<file path="src/rtl/mem_port_arbiter.sv">
// Two-requester arbiter in front of a single-port synchronous SRAM.
// Requester 0 is read-only; requester 1 reads or writes with byte strobes.
module mem_port_arbiter #(
  parameter int READ_LAT = 2
) (
  input  logic        ACLK,
  input  logic        ARESET,
  input  logic        req0_valid,
  input  logic [13:0] req0_addr,
  output logic        req0_ready,
  input  logic        req1_valid,
  input  logic        req1_we,
  input  logic [13:0] req1_addr,
  input  logic [3:0]  req1_wstrb,
  input  logic [31:0] req1_wdata,
  output logic        req1_ready,
  output logic        rsp0_valid,
  output logic [31:0] rsp0_data,
  output logic        rsp1_valid,
  output logic [31:0] rsp1_data,
  output logic        CS,
  output logic        OE,
  output logic [3:0]  WEB,
  output logic [13:0] A,
  output logic [31:0] DI,
  input  logic [31:0] DO
);

  typedef enum logic [1:0] {IDLE, CMD, WAIT, RESP} state_t;

  localparam logic [1:0] CNT_INIT = 2'(READ_LAT - 1);

  state_t      state_q, state_d;
  logic        last_grant_q, last_grant_d;
  logic        gnt_q, gnt_d;
  logic        we_q, we_d;
  logic [1:0]  cnt_q, cnt_d;
  logic        cs_q, cs_d;
  logic        oe_q, oe_d;
  logic [3:0]  web_q, web_d;
  logic [13:0] a_q, a_d;
  logic [31:0] di_q, di_d;
  logic        rsp0_valid_q, rsp0_valid_d;
  logic        rsp1_valid_q, rsp1_valid_d;
  logic [31:0] rsp0_data_q, rsp0_data_d;
  logic [31:0] rsp1_data_q, rsp1_data_d;

  logic grant_id;
  logic accept;
  logic new_we;

  // On a tie the requester that did not win last time is granted.
  always_comb begin
    grant_id   = req0_valid ? (req1_valid & ~last_grant_q) : 1'b1;
    req0_ready = (state_q == IDLE) & req0_valid & ~grant_id;
    req1_ready = (state_q == IDLE) & req1_valid & grant_id;
  end

  assign accept = req0_ready | req1_ready;
  assign new_we = grant_id & req1_we;

  always_comb begin
    // NOTE: every _d gets a default first so no path through the case infers a latch.
    state_d      = state_q;
    last_grant_d = last_grant_q;
    gnt_d        = gnt_q;
    we_d         = we_q;
    cnt_d        = cnt_q;
    cs_d         = 1'b0;
    oe_d         = 1'b0;
    web_d        = 4'b1111;
    a_d          = a_q;
    di_d         = di_q;
    rsp0_valid_d = 1'b0;
    rsp1_valid_d = 1'b0;
    rsp0_data_d  = rsp0_data_q;
    rsp1_data_d  = rsp1_data_q;

    unique case (state_q)
      IDLE: begin
        if (accept) begin
          state_d      = CMD;
          last_grant_d = grant_id;
          gnt_d        = grant_id;
          we_d         = new_we;
          // SRAM pins are registered, so the command is set up on the accepting edge.
          cs_d         = 1'b1;
          oe_d         = ~new_we;
          web_d        = new_we ? ~req1_wstrb : 4'b1111;
          a_d          = grant_id ? req1_addr : req0_addr;
          if (new_we) di_d = req1_wdata;
        end
      end
      CMD: begin
        if (we_q) begin
          state_d      = RESP;
          rsp0_valid_d = ~gnt_q;
          rsp1_valid_d = gnt_q;
        end else begin
          state_d = WAIT;
          cnt_d   = CNT_INIT;
          cs_d    = 1'b1;
          oe_d    = 1'b1;
        end
      end
      WAIT: begin
        if (cnt_q == 2'd0) begin
          state_d      = RESP;
          rsp0_valid_d = ~gnt_q;
          rsp1_valid_d = gnt_q;
          if (gnt_q) rsp1_data_d = DO;
          else       rsp0_data_d = DO;
        end else begin
          cnt_d = cnt_q - 2'd1;
          cs_d  = 1'b1;
          oe_d  = 1'b1;
        end
      end
      RESP: state_d = IDLE;
      default: state_d = IDLE;
    endcase
  end

  // NOTE: sequential state uses non-blocking assignments only, so every flop samples pre-edge values.
  always_ff @(posedge ACLK or posedge ARESET) begin
    if (ARESET) begin
      state_q      <= IDLE;
      last_grant_q <= 1'b1;
      gnt_q        <= 1'b0;
      we_q         <= 1'b0;
      cnt_q        <= 2'd0;
      cs_q         <= 1'b0;
      oe_q         <= 1'b0;
      web_q        <= 4'b1111;
      a_q          <= '0;
      di_q         <= '0;
      rsp0_valid_q <= 1'b0;
      rsp1_valid_q <= 1'b0;
      rsp0_data_q  <= '0;
      rsp1_data_q  <= '0;
    end else begin
      state_q      <= state_d;
      last_grant_q <= last_grant_d;
      gnt_q        <= gnt_d;
      we_q         <= we_d;
      cnt_q        <= cnt_d;
      cs_q         <= cs_d;
      oe_q         <= oe_d;
      web_q        <= web_d;
      a_q          <= a_d;
      di_q         <= di_d;
      rsp0_valid_q <= rsp0_valid_d;
      rsp1_valid_q <= rsp1_valid_d;
      rsp0_data_q  <= rsp0_data_d;
      rsp1_data_q  <= rsp1_data_d;
    end
  end

  assign CS         = cs_q;
  assign OE         = oe_q;
  assign WEB        = web_q;
  assign A          = a_q;
  assign DI         = di_q;
  assign rsp0_valid = rsp0_valid_q;
  assign rsp1_valid = rsp1_valid_q;
  assign rsp0_data  = rsp0_data_q;
  assign rsp1_data  = rsp1_data_q;

endmodule

</file>
<file path="config.mk">
export PLATFORM = sky130hd
export DESIGN_NAME = mem_port_arbiter
export DESIGN_NICKNAME = d
export VERILOG_FILES = /design/src/rtl/mem_port_arbiter.sv
export SDC_FILE = /design/constraint.sdc
export NUM_CORES = 1
export LEC_CHECK = 0
export BUFFER_PORTS_ARGS = -buffer_cell sky130_fd_sc_hd__buf_4
export CAP_MARGIN = 5
export CORE_AREA = 2 2 146 148
export DETAILED_ROUTE_END_ITERATION = 12
export DIE_AREA = 0 0 148 150
export PLACE_DENSITY = 0.44
export SYNTH_ARGS = -nofsm -noshare
export SYNTH_HDL_FRONTEND = slang
export SYNTH_SLANG_ARGS = --single-unit
</file>
<file path="constraint.sdc">
create_clock -name ACLK -period 12.29 [get_ports ACLK]
set_input_delay 3.687 -clock ACLK [delete_from_list [all_inputs] [get_ports ACLK]]
set_output_delay 3.687 -clock ACLK [all_outputs]
set_load 0.03 [all_outputs]
</file>
After elaboration in Yosys (flattened, before gate mapping)
Index checks and enable logic that the tools add are counted.
{"block": "word_totals", "regBits": 125, "latch_bits": 0, "ramBits": 0, "rom_bits": 0, "in_bits": 101, "output_inout_bits": 120, "wordCells": 67, "mem_count": 0}
{"block": "op_classes", "n_addsub": 1, "multipliers": 0, "div_mod_pow": 0, "order_cmp": 0, "n_eq_ne": 7, "shift": 0, "mux": 24, "bitwise": 12, "n_reduce_logical": 9}
{"op": "14-bit 2-to-1 mux", "n": 1}
{"op": "4-bit 2-to-1 mux", "n": 3}
{"op": "3-bit AND reduction", "n": 4}
{"op": "1-bit 2-to-1 mux", "n": 10}
{"op": "2-bit 2-to-1 mux", "n": 4}
{"op": "2-bit != test, second input constant", "n": 4}
{"op": "2-bit case mux with 4 select lines", "n": 1}
{"op": "1-bit AND", "n": 6}
{"op": "1-bit case mux with 3 select lines", "n": 2}
{"op": "2-bit equality test, second input constant", "n": 2}
{"op": "2-bit zero test", "n": 2}
{"op": "1-bit inverter", "n": 4}
{"op": "4-bit inverter", "n": 1}
{"op": "1-bit case mux with 2 select lines", "n": 2}
{"op": "2-bit case mux with 2 select lines", "n": 1}
{"op": "2-bit AND reduction", "n": 2}
{"op": "2-bit by 1-bit equality test with 1-bit output, second input constant", "n": 1}
{"op": "2-bit nonzero test", "n": 1}
{"op": "2-bit by 1-bit subtractor with 2-bit output, second input constant", "n": 1}
{"op": "1-bit OR", "n": 1}

Longest topological paths before layout
{"block": "depth", "depth_word": 8, "ltp_mapped": 7, "mapped_depth_nobuf": 5}

Worst setup path before layout
No wires, ideal clock.
{"block": "synth_path", "path_type": "input to output", "startpoint": "in req1_valid", "endpoint": "out req0_ready", "arrival_ns": 4.382, "required_time_ns": 8.603, "slack_ns": 4.221, "cell_stages": 4, "n_path_buf": 2, "cell_sequence": "clkbuf_2 > nand2b_1 > buf_2 > and3_1"}
{"block": "synth_via", "elab_chain_cells": 4}
{"element": "start, declared", "line_no": "11", "rtl": "input logic req1_valid,"}
{"element": "1-bit AND", "line_no": "54", "rtl": "grant_id = req0_valid ? (req1_valid & ~last_grant_q) : 1'b1;"}
{"element": "1-bit 2-to-1 mux", "line_no": "54"}
{"element": "1-bit inverter", "line_no": "55", "rtl": "req0_ready = (state_q == IDLE) & req0_valid & ~grant_id;"}
{"element": "1-bit AND", "line_no": "55"}
{"element": "end, declared", "line_no": "10", "rtl": "output logic req0_ready,"}
No other way between the ends.

Worst setup path after layout
Same ends and word-level chain as after synthesis.

==> results.py <==
metrics = {
    "timing": {
        "worst_pin_slew_ns": 1.003,
        "post-route-min-period_ns": 8.392,
        "fmax_mhz": 119.2,
        "clock_skew_ns": 0.008085,
        "slew_violations": 0,
        "hold_viol_final": 0,
        "relSlewSlack_pct": 33.16,
        "setup_tns_ns": 0,
        "min_period_over_period_pct": 68.29,
        "rsz0062_at_grt": "no",
        "setup_viol": 0,
    },
    "finish": {
        "drive_above_1_share_pct": 61.09,
        "n_fill_cell": 2062,
        "layout_common_cells": "buf_4, dfrtp_1, mux2_2",
        "synthToLayoutAreaGrowth_pct": 48.00,
        "regArea_mm2": 0.003134,
        "multiInputGateArea_mm2": 0.001788,
        "final_common_cell": "buf_4",
        "instances_no_fill": 861,
        "final_nets": 679,
        "diodes": 0,
        "fin_util_pct": 36.28,
    },
    "grt": {
        "grt_max_degree": 76,
        "grt-ovfl-total": 0,
        "grt_pass1_vias": 3864,
        "grt_pass1_wl_um": 21420,
        "track_usage_pct": 12.55,
        "antenna_found_initial": 0,
    },
    "placement": {
        "dp.cells": 829,
        "portBuffers": 220,
        "hpwl_um": 9989,
        "routabilityCongestion": 0.7575,
    },
    "setup_path": {
        "startpoint_type": "input port",
        "end_kind": "output port",
        "crit_required_ns": 8.60,
        "critical_path_class": "input port to output port",
        "worstPathArrival_ns": 4.71,
        "reg2reg_slack_ns": 9.92,
        "worst-path-max-fanout": 16,
    },
    "routing": {
        "dr.pass1.iters": 4,
        "antenna_left": 0,
        "route.detailed.drc": 0,
        "wire_per_inst_um": 16.36,
        "drt_iter0_markers": 124,
        "viasPerCell": 4.276,
        "vias": 3682,
        "wl_um": 14090,
    },
    "clock_tree": {
        "post_cts_buffers": 0,
        "ctsResizeCount": 0,
        "cts_buffers": 17,
        "cts_root_buf": "clkbuf_16",
        "holdBufCountCts": 0,
        "clock_sinks": 125,
        "clockBufferDepth": 2,
        "clk_latency_ns": 0.42,
        "cts_tree": "done",
        "htreeDepth": 4,
        "cts.clk_slew.worst_paths_ns": 0.06,
    },
    "logic_synthesis": {
        "synth-xor-area-share_pct": 0,
        "synthArstFlopShare_pct": 100.0,
        "synthAdderAreaFrac_pct": 1.233,
        "syn_nets": 460,
        "syn_area_mm2": 0.005072,
        "synthMuxAreaShare_pct": 23.80,
        "synth-edff-count": 0,
        "ys.flop_type": "dfrtp_1",
        "yosysWarnings": 0,
        "synth_top_family_by_area": "multiplexers",
        "synthCells": 354,
        "synth-simple-area-share_pct": 3.108,
        "ys_types": 30,
        "synth-compound-area-share_pct": 6.907,
        "synth_area_per_cell_um2": 14.33,
        "ys_ff_latch": 125,
        "yosysSeqAreaShare_pct": 61.79,
    },
    "die": {
        "coreArea_mm2": 0.02069,
        "dieArea_mm2": 0.02220,
        "core.rowCount": 53,
        "die_h_um": 150,
        "start_util_pct": 24.52,
        "die_x_um": 148,
        "num_io_pins": 221,
    },
    "outcome": {
        "status": "completed",
    },
    "min_path": {
        "hold_path.class": "flip-flop to flip-flop",
    },
    "power": {
        "p_leak_uw": 0.003530,
        "peakVddDrop_mv": 0.09032,
        "powerDensity_mw_per_mm2": 308.3,
    },
    "run": {
        "maxCapViolations": 0,
    },
}
==> state kept, by name, summed over array words and instances (netlist names) <==
register and cells:
OE 1, we_q 1, rsp0_data 32, A 14
CS 1, rsp1_valid 1, WEB 4, rsp1_data 32
cnt_q 2, DI 32, state_q 2, last_grant_q 1
rsp0_valid 1, gnt_q 1
==> metrics by stage <==
| step | setup WS [ns] | power (uW) | instance area [um^2] | hold slack, ns |
|---|---|---|---|---|
| floorplan | 4.221 | 1431 | 5072 | 0.4231 |
| global placement | 3.915 | 1854 | 6962 | 0.4749 |
| detailed placement | 3.862 | 1871 | 6962 | 0.4749 |
| CTS | 3.855 | 2348 | 7507 | 0.4842 |
| global route | 3.783 | 2441 | 7507 | 0.5164 |
| finish | 3.898 | 2314 | 7507 | 0.4862 |
==> cells in the mapped netlist (all sizes together), types with 2 or more instances <==
| cell type | count | share of area (%) |
|---|---|---|
| a21oi | 20 | 2.0 |
| a221oi | 2 | 0.35 |
| a31oi | 16 | 2.0 |
| and3 | 2 | 0.25 |
| buf | 18 | 2.2 |
| clkbuf | 3 | 0.25 |
| dfrtp | 120 | 59 |
| dfstp | 5 | 2.6 |
| ha | 5 | 1.2 |
| inv | 9 | 0.67 |
| mux2 | 98 | 24 |
| nand2 | 7 | 0.52 |
| nand2b | 2 | 0.25 |
| nand3 | 2 | 0.20 |
| nor2 | 19 | 1.4 |
| o21a | 2 | 0.30 |
| o21ai | 15 | 1.6 |
| o22a | 2 | 0.35 |
==> final timing paths <==
| path | from | end | depth (start not counted) |
|---|---|---|---|
| max reg2reg | state_q[0] | rsp1_data[5] | 4 |
| min | gnt_q | rsp0_valid | 1 |
| max in group asynchronous | ARESET | rsp1_data[17] | 3 |
| min in group asynchronous | ARESET | DI[3] | 2 |
| max | req1_valid | req0_ready | 4 |
| min reg2reg | gnt_q | rsp0_valid | 1 |
==> layout make-up <==
cell class	count	share of cell area (%)
Clock buffer	21	6.000
Clock inverter	11	1.267
Inverter	9	0.4833
Multi-Input combinational cell	199	23.82
Sequential cell	125	41.75
Tap cell	275	4.583
Timing Repair Buffer	221	22.10
==> report_power, final <==
| group | total [uW] | switching (uW) | internal [uW] |
|---|---|---|---|
| combinational | 1120 | 646 | 477 |
| sequential | 727 | 111 | 616 |
| clock | 464 | 182 | 282 |
| total | 2310 | 940 | 1370 |
==> metal layers <==
layer	share of wire, %	track usage [%]
met3	5.1	3.110
met5	0	0
met1	41	15.07
met2	51	21.16
met4	2.2	6.000
==> logic make-up after synthesis <==
family	Yosys count
flip-flops	125
multiplexers	99
AO/OA/AOI/OAI	60
AND/OR/NAND/NOR	35
buffers and inverters	30
adder cells (fa/ha/maj)	5
==> critical path, cell delays in order <==
cell      delay [ns]
buf_4           0.14
nand2b_1        0.42
and3_1          0.28
buf_4           0.17
(Power assumes the default switching activity.)
